**config.mk**
```make
export PLATFORM = sky130hd
export DESIGN_NAME = i2s_tx
export DESIGN_NICKNAME = d
export VERILOG_FILES = /design/src/rtl/i2s_tx_pkg.sv /design/src/rtl/i2s_tx_bck_gen.sv /design/src/rtl/i2s_tx.sv
export SDC_FILE = /design/constraint.sdc
export NUM_CORES = 1
export LEC_CHECK = 0
export ABC_CLOCK_PERIOD_IN_PS = 3200
export BUFFER_PORTS_ARGS = -buffer_cell sky130_fd_sc_hd__buf_2
export CAP_MARGIN = 20
export CORE_MARGIN = 2
export CORE_UTILIZATION = 55
export CTS_CLUSTER_DIAMETER = 60
export CTS_CLUSTER_SIZE = 25
export DETAILED_ROUTE_END_ITERATION = 16
export GPL_ROUTABILITY_DRIVEN = 0
export HOLD_SLACK_MARGIN = 0.08
export PLACE_DENSITY = 0.8
export SETUP_SLACK_MARGIN = 0.4
export SLEW_MARGIN = 0
export SYNTH_ARGS = -nofsm -noshare
export SYNTH_HDL_FRONTEND = slang
export SYNTH_SLANG_ARGS = --single-unit
```
**constraint.sdc**
```tcl
create_clock -name clk -period 3.2 [get_ports clk]
set_clock_uncertainty 0.2 [all_clocks]
set_input_delay 0.48 -clock clk [delete_from_list [all_inputs] [get_ports clk]]
set_output_delay 0.48 -clock clk [all_outputs]
set_load 0.1 [all_outputs]
```
**src/rtl/i2s_tx_pkg.sv**
```systemverilog
`default_nettype none
// ============================================================================
// Module      : common (package)
// Description : Shared I2S types and helpers: the serial bus bundle, the
//               sample-width selector, frame geometry and a width-to-mask
//               helper used when a stereo pair is loaded into a frame.
// Contents    : I2S_FRAME_BITS, I2S_SLOT_BITS, BITNUM, I2S,
//               bitnum_width(), bitnum_mask()
// Revision    : 1.0 - initial release
// ============================================================================
package common;

  localparam int I2S_FRAME_BITS = 64;
  localparam int I2S_SLOT_BITS  = 32;

  // Significant sample width; 2'b11 is reserved and behaves as 32 bits.
  typedef enum logic [1:0] {
    BITNUM_B16  = 2'b00,
    BITNUM_B24  = 2'b01,
    BITNUM_B32  = 2'b10,
    BITNUM_RSVD = 2'b11
  } BITNUM;

  // Serial bus bundle, packed as {bck, lrck, data}.
  typedef struct packed {
    logic bck;
    logic lrck;
    logic data;
  } I2S;

  function automatic int bitnum_width(input BITNUM bn);
    case (bn)
      BITNUM_B16: return 16;
      BITNUM_B24: return 24;
      default:    return 32;
    endcase
  endfunction

  // Keeps the top N bits of an MSB-aligned slot, zeroes the rest.
  function automatic logic [I2S_SLOT_BITS-1:0] bitnum_mask(input BITNUM bn);
    int w_unused_bits;
    w_unused_bits = I2S_SLOT_BITS - bitnum_width(bn);
    return ~((32'd1 << w_unused_bits) - 32'd1);
  endfunction

endpackage
`default_nettype wire

```
**src/rtl/i2s_tx_bck_gen.sv**
```systemverilog
`default_nettype none
// ============================================================================
// Module      : i2s_bck_gen
// Description : Bit-clock generator. Divides clk by 2*BCK_DIV while enabled.
//               The strobes are asserted during the clk cycle whose closing
//               rising edge makes bck toggle, so logic registering on a
//               strobe changes its outputs on the same edge as bck.
// Ports       : clk      - master clock
//               rst_n    - asynchronous active-low reset
//               en       - run enable; 0 holds bck low and the divider at 0
//               bck      - bit clock (registered)
//               fall_stb - bck goes 1->0 at the end of this cycle
//               rise_stb - bck goes 0->1 at the end of this cycle
// Revision    : 1.0 - initial release
// ============================================================================
module i2s_bck_gen #(
  parameter int BCK_DIV = 2
) (
  input  logic clk,
  input  logic rst_n,
  input  logic en,
  output logic bck,
  output logic fall_stb,
  output logic rise_stb
);

  localparam int              DIV_W      = (BCK_DIV > 1) ? $clog2(BCK_DIV) : 1;
  localparam logic [DIV_W-1:0] c_div_last = DIV_W'(BCK_DIV - 1);

  logic [DIV_W-1:0] r_div_cnt;
  logic             r_bck;
  logic             w_term;

  assign w_term   = en && (r_div_cnt == c_div_last);
  assign fall_stb = w_term && r_bck;
  assign rise_stb = w_term && !r_bck;
  assign bck      = r_bck;

  always_ff @(posedge clk or negedge rst_n) begin
    if (!rst_n) begin
      r_div_cnt <= '0;
      r_bck     <= 1'b0;
    end else if (!en) begin
      r_div_cnt <= '0;
      r_bck     <= 1'b0;
    end else if (w_term) begin
      r_div_cnt <= '0;
      r_bck     <= ~r_bck;
    end else begin
      r_div_cnt <= r_div_cnt + DIV_W'(1);
    end
  end

endmodule
`default_nettype wire

```
**src/rtl/i2s_tx.sv**
```systemverilog
`default_nettype none
// ============================================================================
// Module      : i2s_tx
// Description : Philips I2S master transmitter, 64-bck frame (32 slots per
//               channel). One stereo pair is consumed per frame through a
//               valid/ready handshake and shifted out MSB first with the
//               standard one-bck delay after each lrck transition.
// Ports       : clk      - master clock
//               rst_n    - asynchronous active-low reset
//               en       - enable; 0 aborts the frame and idles the bus
//               bitnum   - sample width select, taken at frame load
//               s_valid  - sample pair valid
//               s_ready  - pair accepted this cycle when s_valid=1
//               s_left   - left sample, MSB aligned
//               s_right  - right sample, MSB aligned
//               i2s      - serial bus {bck, lrck, data}
//               underrun - frame loaded without a valid pair (mute frame)
// Revision    : 1.0 - initial release
// ============================================================================
module i2s_tx
  import common::*;
#(
  parameter int BCK_DIV = 2
) (
  input  logic        clk,
  input  logic        rst_n,
  input  logic        en,
  input  logic [1:0]  bitnum,
  input  logic        s_valid,
  output logic        s_ready,
  input  logic [31:0] s_left,
  input  logic [31:0] s_right,
  output logic [2:0]  i2s,
  output logic        underrun
);

  localparam int POS_W = $clog2(I2S_FRAME_BITS);

  logic                      w_bck;
  logic                      w_fall;
  logic                      w_rise_unused;
  logic                      w_load;
  logic [I2S_SLOT_BITS-1:0]  w_mask;
  logic [I2S_FRAME_BITS-1:0] w_shift_nxt;
  logic [POS_W-1:0]          w_pos_nxt;
  I2S                        w_bus;

  logic [POS_W-1:0]          r_pos;
  logic [I2S_FRAME_BITS-1:0] r_shift;

  i2s_bck_gen #(
    .BCK_DIV (BCK_DIV)
  ) u_bck_gen (
    .clk      (clk),
    .rst_n    (rst_n),
    .en       (en),
    .bck      (w_bck),
    .fall_stb (w_fall),
    .rise_stb (w_rise_unused)
  );

  // The load happens on the falling edge entering p=1, one bck after lrck
  // drops, which produces the I2S one-bit delay.
  assign w_load    = w_fall && (r_pos == '0);
  assign s_ready   = w_load;
  assign underrun  = w_load && !s_valid;
  assign w_pos_nxt = r_pos + POS_W'(1);

  // Mask derives from bitnum at the load cycle only, so a mid-frame change
  // cannot alter bits already latched into the shift register.
  assign w_mask = bitnum_mask(BITNUM'(bitnum));

  always_comb begin
    w_shift_nxt = {r_shift[I2S_FRAME_BITS-2:0], 1'b0};
    if (w_load) begin
      if (s_valid) begin
        w_shift_nxt = {s_left & w_mask, s_right & w_mask};
      end else begin
        w_shift_nxt = '0;
      end
    end
  end

  always_ff @(posedge clk or negedge rst_n) begin
    if (!rst_n) begin
      r_pos   <= '0;
      r_shift <= '0;
    end else if (!en) begin
      r_pos   <= '0;
      r_shift <= '0;
    end else if (w_fall) begin
      r_pos   <= w_pos_nxt;
      r_shift <= w_shift_nxt;
    end
  end

  // data is the shift MSB and lrck is the upper half of the frame counter;
  // both are flops updated on the same edge that drops bck.
  assign w_bus = '{bck: w_bck, lrck: r_pos[POS_W-1], data: r_shift[I2S_FRAME_BITS-1]};
  assign i2s   = w_bus;

endmodule
`default_nettype wire

```
# Word level (Yosys, flattened, before mapping)
# Cells that the tools add are included.
dict set report word_totals {
  regBits 72
  in_bits 70
  out_inout_bits 5
  wordCells 34
}
dict set report classes {
  add_sub_neg 4
  eq_ne 3
  n_shift 1
  n_mux 11
  n_bitwise 4
  reduce_logical 7
}
# op n
set op_table {}
lappend op_table {{64-bit two-way mux} 4}
lappend op_table {{32-bit bitwise AND} 2}
lappend op_table {{32-bit NOT} 1}
lappend op_table {{1-bit by 32-bit left shift with 32-bit output (first input constant)} 1}
lappend op_table {{32-bit by 1-bit subtractor with 32-bit output (second input constant)} 1}
lappend op_table {{7-bit by 32-bit subtractor with 32-bit output (first input constant)} 1}
lappend op_table {{6-bit two-way mux} 2}
lappend op_table {{6-bit case mux with 2 select lines} 1}
lappend op_table {{6-bit by 1-bit adder with 6-bit output (second input constant)} 1}
lappend op_table {{6-bit logical NOT} 1}
lappend op_table {{1-bit logical AND} 4}
lappend op_table {{1-bit two-way mux} 4}
lappend op_table {{2-bit by 1-bit != test with 1-bit output (second input constant)} 2}
lappend op_table {{2-bit by 1-bit equality test with 1-bit output (second input constant)} 1}
lappend op_table {{2-bit logical NOT} 1}
lappend op_table {{1-bit adder (second input constant)} 1}
lappend op_table {{1-bit logical NOT} 1}
lappend op_table {{1-bit NOT} 1}

# Depth between registers and ports, before layout
dict set report depth {
  word_depth 11
  ltp_mapped 8
  depth_no_buf 5
}

# Hierarchy
# From an unflattened synthesis, not the netlist that was laid out.
dict set report hier_totals {
  cells_unflattened 403
  hier_area_um2 3726.1
}
# mod n_inst cells_each area_per_inst_um2 seq_area_each_um2
set by_module_without_submodules {}
lappend by_module_without_submodules {i2s_tx 1 395 3637.2 1751.7}
lappend by_module_without_submodules {i2s_bck_gen 1 8 88.8 50.0}

# Worst setup path before layout
# No wires, ideal clock.
dict set report synth_path {
  path_kind {register to output}
  start {register r_pos[5]}
  end {output port s_ready}
  arrival_time_ps 2496
  required_ps 2520
  setup_slack_ps 24
  path_stages_with_launch 7
  n_path_buf 3
  cell_sequence {dfrtp_1 -> nor4_2 -> nand2_2 -> buf_6 -> buf_6 -> buf_6 -> nor2_1}
}
dict set report synth_between {
  elab_chain_len 2
}
# element line_no
set synth_rtl {}
lappend synth_rtl {{start: declaration} i2s_tx.sv:48} ;# logic [POS_W-1:0] r_pos;
lappend synth_rtl {{start signal: assignment} i2s_tx.sv:92} ;# r_pos <= w_pos_nxt;
lappend synth_rtl {{6-bit logical NOT} i2s_tx.sv:64} ;# assign w_load = w_fall && (r_pos == '0);
lappend synth_rtl {{1-bit logical AND} i2s_tx.sv:64}
lappend synth_rtl {{end: declaration} i2s_tx.sv:30} ;# output logic s_ready,
# No other way between the ends.

# Final worst setup path
dict set report layout_path {
  start {register u_bck_gen.r_div_cnt}
  end {output port underrun}
}
dict set report layout_between {
  elab_chain_len 4
}
# element line_no
set layout_rtl {}
lappend layout_rtl {{start: declaration} i2s_tx_bck_gen.sv:30} ;# logic [DIV_W-1:0] r_div_cnt;
lappend layout_rtl {{start signal: assignment} i2s_tx_bck_gen.sv:50} ;# r_div_cnt <= r_div_cnt + DIV_W'(1);
lappend layout_rtl {{1-bit logical AND} i2s_tx_bck_gen.sv:34} ;# assign w_term = en && (r_div_cnt == c_div_last);
lappend layout_rtl {{1-bit logical AND} i2s_tx_bck_gen.sv:35} ;# assign fall_stb = w_term && r_bck;
lappend layout_rtl {{1-bit logical AND} i2s_tx.sv:64}
lappend layout_rtl {{1-bit logical AND} i2s_tx.sv:66} ;# assign underrun = w_load && !s_valid;
lappend layout_rtl {{end: declaration} i2s_tx.sv:34} ;# output logic underrun
# No other way between the ends.

==> impl.org <==
** Timing
- Setup violations remaining at the end of the flow were counted as 0.
- Slew at the pin closest to its max-slew limit :: 908.2 ps
- Summed over all failing endpoints, the final setup total negative slack is 0 ps.
- The number of hold violations in the final report came to 0.
- Minimum period implied by the final worst setup slack :: 2523 ps
- Unrepaired setup endpoints after global routing :: false
- Final Max Tran Viols :: 0
- Final worst-path cycle share :: 78.84%
- Final setup margin :: 677.3 ps
- Slew headroom :: 39.45%
- For this run, the top clock speed supported by timing is 396.4 MHz.

** Worst setup path
- Endpoint kind of the worst setup timing path :: output port
- Along the worst path, the maximum fanout reaches 6.
- The critical path is of the flip-flop to output port type.
- Slowest Stage Delay on Critical Path :: 440 ps
- For flop-to-flop paths, the worst setup slack is 980 ps.
- Among all stages on the critical path, the largest delay is contributed by sky130_fd_sc_hd__buf_2.
- Reg2reg start :: r_pos[0]$_DFFE_PN0P_
- Data arrival at the endpoint of the critical path :: 1840 ps
- At the worst endpoint, the required time is 2520 ps.
- The number of cells on the worst reg-to-reg path is 6.
- Worst-path cell chain :: and2_1 -> nand2_1 -> nor3_4 -> buf_2
- The endpoint identified for the worst register-to-register timing path is r_shift[42]$_DFFE_PN0P_.
- Setup crit start kind :: flip-flop

** CTS
- Worst-path clk slew :: 90 ps
- Gates resized during post-CTS repair numbered 0.
- The longest clock path from root to sink contains 2 buffers.
- TritonCTS created 9 clock buffers.
- Clock latency of the later-clocked register in the worst-skew pair :: 340 ps
- Post-CTS Hold Fix Bufs :: 0
- The clock tree synthesis step divided the H-tree into 3 levels.
- Post-CTS setup buffer count :: 0
- Sinks on the clock net :: 72
- Clk root buf :: sky130_fd_sc_hd__clkbuf_8
- TritonCTS clock tree :: done

** Placement
- Summing all placed instances gives a cell area of 3801 sq um.
- After legalization and detailed placement, the total HPWL measured 4.945 mm.
- Buffers added on ports :: 74
- Worst slack at placement :: 949.6 ps

** Finish
- The repair_antennas step left the layout with diodes totalling 0.
- After filler insertion, the fill cell instance count of the layout stands at 537.
- Signed area change from the synthesized netlist to the final layout :: 14.24%
- Final cell area excluding filler cells :: 3995 sq um
- The net count of the finished layout is 498.
- In the final layout, the share of cells above drive strength 1 is 24.59%.
- The sequential cells in the finished layout cover a total of 1802 sq um.
- The multi-input combinational cells in the finished layout cover a total of 1463 sq um.
- Final Util :: 64.01%

** Die
- Y dimension of the die :: 83.74 microns
- Once the floorplan was initialized, standard cells occupied 56.03% of the core.
- Area enclosed by the die boundary :: 7012 sq um
- Io pins :: 75
- The floorplan has 29 rows.
- Die W :: 83.74 microns
- Placeable core region :: 6241 sq um

** GRT
- Number of global-route vias before repair :: 2844
- Maximum number of pins on one net before global-route repair :: 73
- Residual overflow from global routing :: 0
- Global-route wire length before repair :: 13.26 mm
- For this run, the total global-route usage over all layers was measured as 23.30%.
- The initial antenna violation count is 0.

** Routing
- For this run, design rule violations remaining after detail routing come to 0.
- Dividing the detail-routed wire length by the instance count gives 15.40 microns.
- After the first detailed-routing iteration, the DRC count stood at 226.
- In the routed layout, each cell is associated on average with a via count of 5.886.
- Routed Antenna Nets :: 0
- Total iterations of the first detailed-routing run :: 4
- Detailed routing inserted a total of 2990 vias.
- Detailed-route wire length :: 7.824 mm

** Synthesis
- Synth Register Bits :: 72
- Cells after synthesis :: 374
- Mapped Avg Cell Area :: 9.351 sq um
- Yosys mapped the design onto 25 distinct sky130hd cell types.
- Mapped Nets :: 446
- After synthesis, the cell types taking the most area are sky130_fd_sc_hd__dfrtp_1 52%, sky130_fd_sc_hd__nand3_1 16%, sky130_fd_sc_hd__nand4_1 6.1%.
- Sequential area share after synthesis :: 51.52%
- Cell taking the most area after synthesis :: sky130_fd_sc_hd__dfrtp_1
- The Yosys step of the flow raised 0 warnings.
- In this run the cell area of the synthesized design comes to 3497 sq um.
- After synthesis, the largest area contributor takes up 51.52% of total cell area.

** Power
- Max IR drop VDD :: 0.3971 mV
- For this design the ratio of total power to cell area is 455.4 nW/um^2.
- Total power :: 1.820 mW
- Leakage power figure :: 2.041 nW

** Job
- The tool flagged a number of max-cap violations equal to 0.

** Status
- The run finished with clean final reports.

** Hold path
- Type of the most critical hold path :: input port to async pin
==> cell families after synthesis <==
family          synth area share (%)
fa+ha+maj                     0.7154
mux                           0.2862
simple gates                   33.92
xor+xnor                       1.252
flops                          51.52
compound gates                 5.295
buf+inv                        7.012
==> report_power, final <==
group | total (mW) | switching [mW] | internal [mW]
combinational | 0.178 | 0.125 | 0.0530
clock | 0.708 | 0.348 | 0.360
sequential | 0.934 | 0.00999 | 0.924
==> worst max-delay path: cells and delay by family (launching register included) <==
| family | cells | cell delay [ps] |
|---|---|---|
| AND/OR/NAND/NOR | 3 | 640 |
| flip-flops | 1 | 420 |
| buffers and inverters | 1 | 440 |
==> routing by layer <==
metal,track usage [%],vias to the layer above,part of all wire (%),wire length [microns]
met3,6.330,8,5.6,439
met5,0,-,0,0
li1,-,1454,-,-
met2,36.95,87,48,3793
met4,6.598,0,1.4,106
met1,31.73,1441,45,3484
==> through the flow <==
| stage | instances | hold WS (ps) |
|---|---|---|
| after floorplan | 374 | -15.59 |
| after global placement | 492 | 268.0 |
| after detailed placement | 492 | 278.4 |
| after CTS | 508 | 82.93 |
| after global routing | 508 | 114.9 |
| final | 508 | 60.27 |
==> Yosys cell counts (all sizes together) <==
master and count:
a21boi 1, a221o 16, a32oi 1, and2 8
and3 17, buf 25, clkbuf 16, dfrtp 72
ha 2, inv 2, mux2i 1, nand2 55
nand3 110, nand4 34, nor2 4, nor2b 2
nor3 1, nor4 1, o2111ai 1, xnor2 4
xor2 1
==> registers in the layout (all words and copies together), names as in the netlist <==
register and count:
u_bck_gen.r_div_cnt 1, u_bck_gen.bck 1, r_pos 6, r_shift 64
==> placed cells by master, fill, tap and decap left out, types with 2 or more instances in the layout <==
cell and n:
sky130_fd_sc_hd__inv_1 2, sky130_fd_sc_hd__clkinv_2 3, sky130_fd_sc_hd__nand4_1 34, sky130_fd_sc_hd__nand3_1 110, sky130_fd_sc_hd__nor2_1 2, sky130_fd_sc_hd__clkbuf_8 9
sky130_fd_sc_hd__nand2_1 54, sky130_fd_sc_hd__and2_1 6, sky130_fd_sc_hd__nor2b_1 2, sky130_fd_sc_hd__buf_4 9, sky130_fd_sc_hd__buf_2 73, sky130_fd_sc_hd__a221o_1 16
sky130_fd_sc_hd__dfrtp_1 72, sky130_fd_sc_hd__xnor2_1 4, sky130_fd_sc_hd__ha_1 2, sky130_fd_sc_hd__and2_2 2, sky130_fd_sc_hd__and3_1 16
==> area by class of cell <==
cell class	count	share of cell area, %
sequential	72	45.10
timing repair buffer	82	10.84
inverter	2	0.1879
clock inverter	7	1.754
tap	77	2.412
multi-input combinational	259	36.61
clock buffer	9	3.101
==> worst max path at each step <==
stage                                       start                      end  slack (ps)  cells past startpoint
floorplan                    r_pos[5]$_DFFE_PN0P_                  s_ready         500                      6
global placement                               en  r_shift[23]$_DFFE_PN0P_        1010                      5
detailed placement                             en  r_shift[29]$_DFFE_PN0P_         950                      5
CTS                     u_bck_gen.bck$_DFFE_PN0P_                 underrun         660                      4
global route        u_bck_gen.r_div_cnt$_DFF_PN0_                 underrun         550                      4
finish              u_bck_gen.r_div_cnt$_DFF_PN0_                 underrun         680                      4
Power figures use the tool's default switching activity.
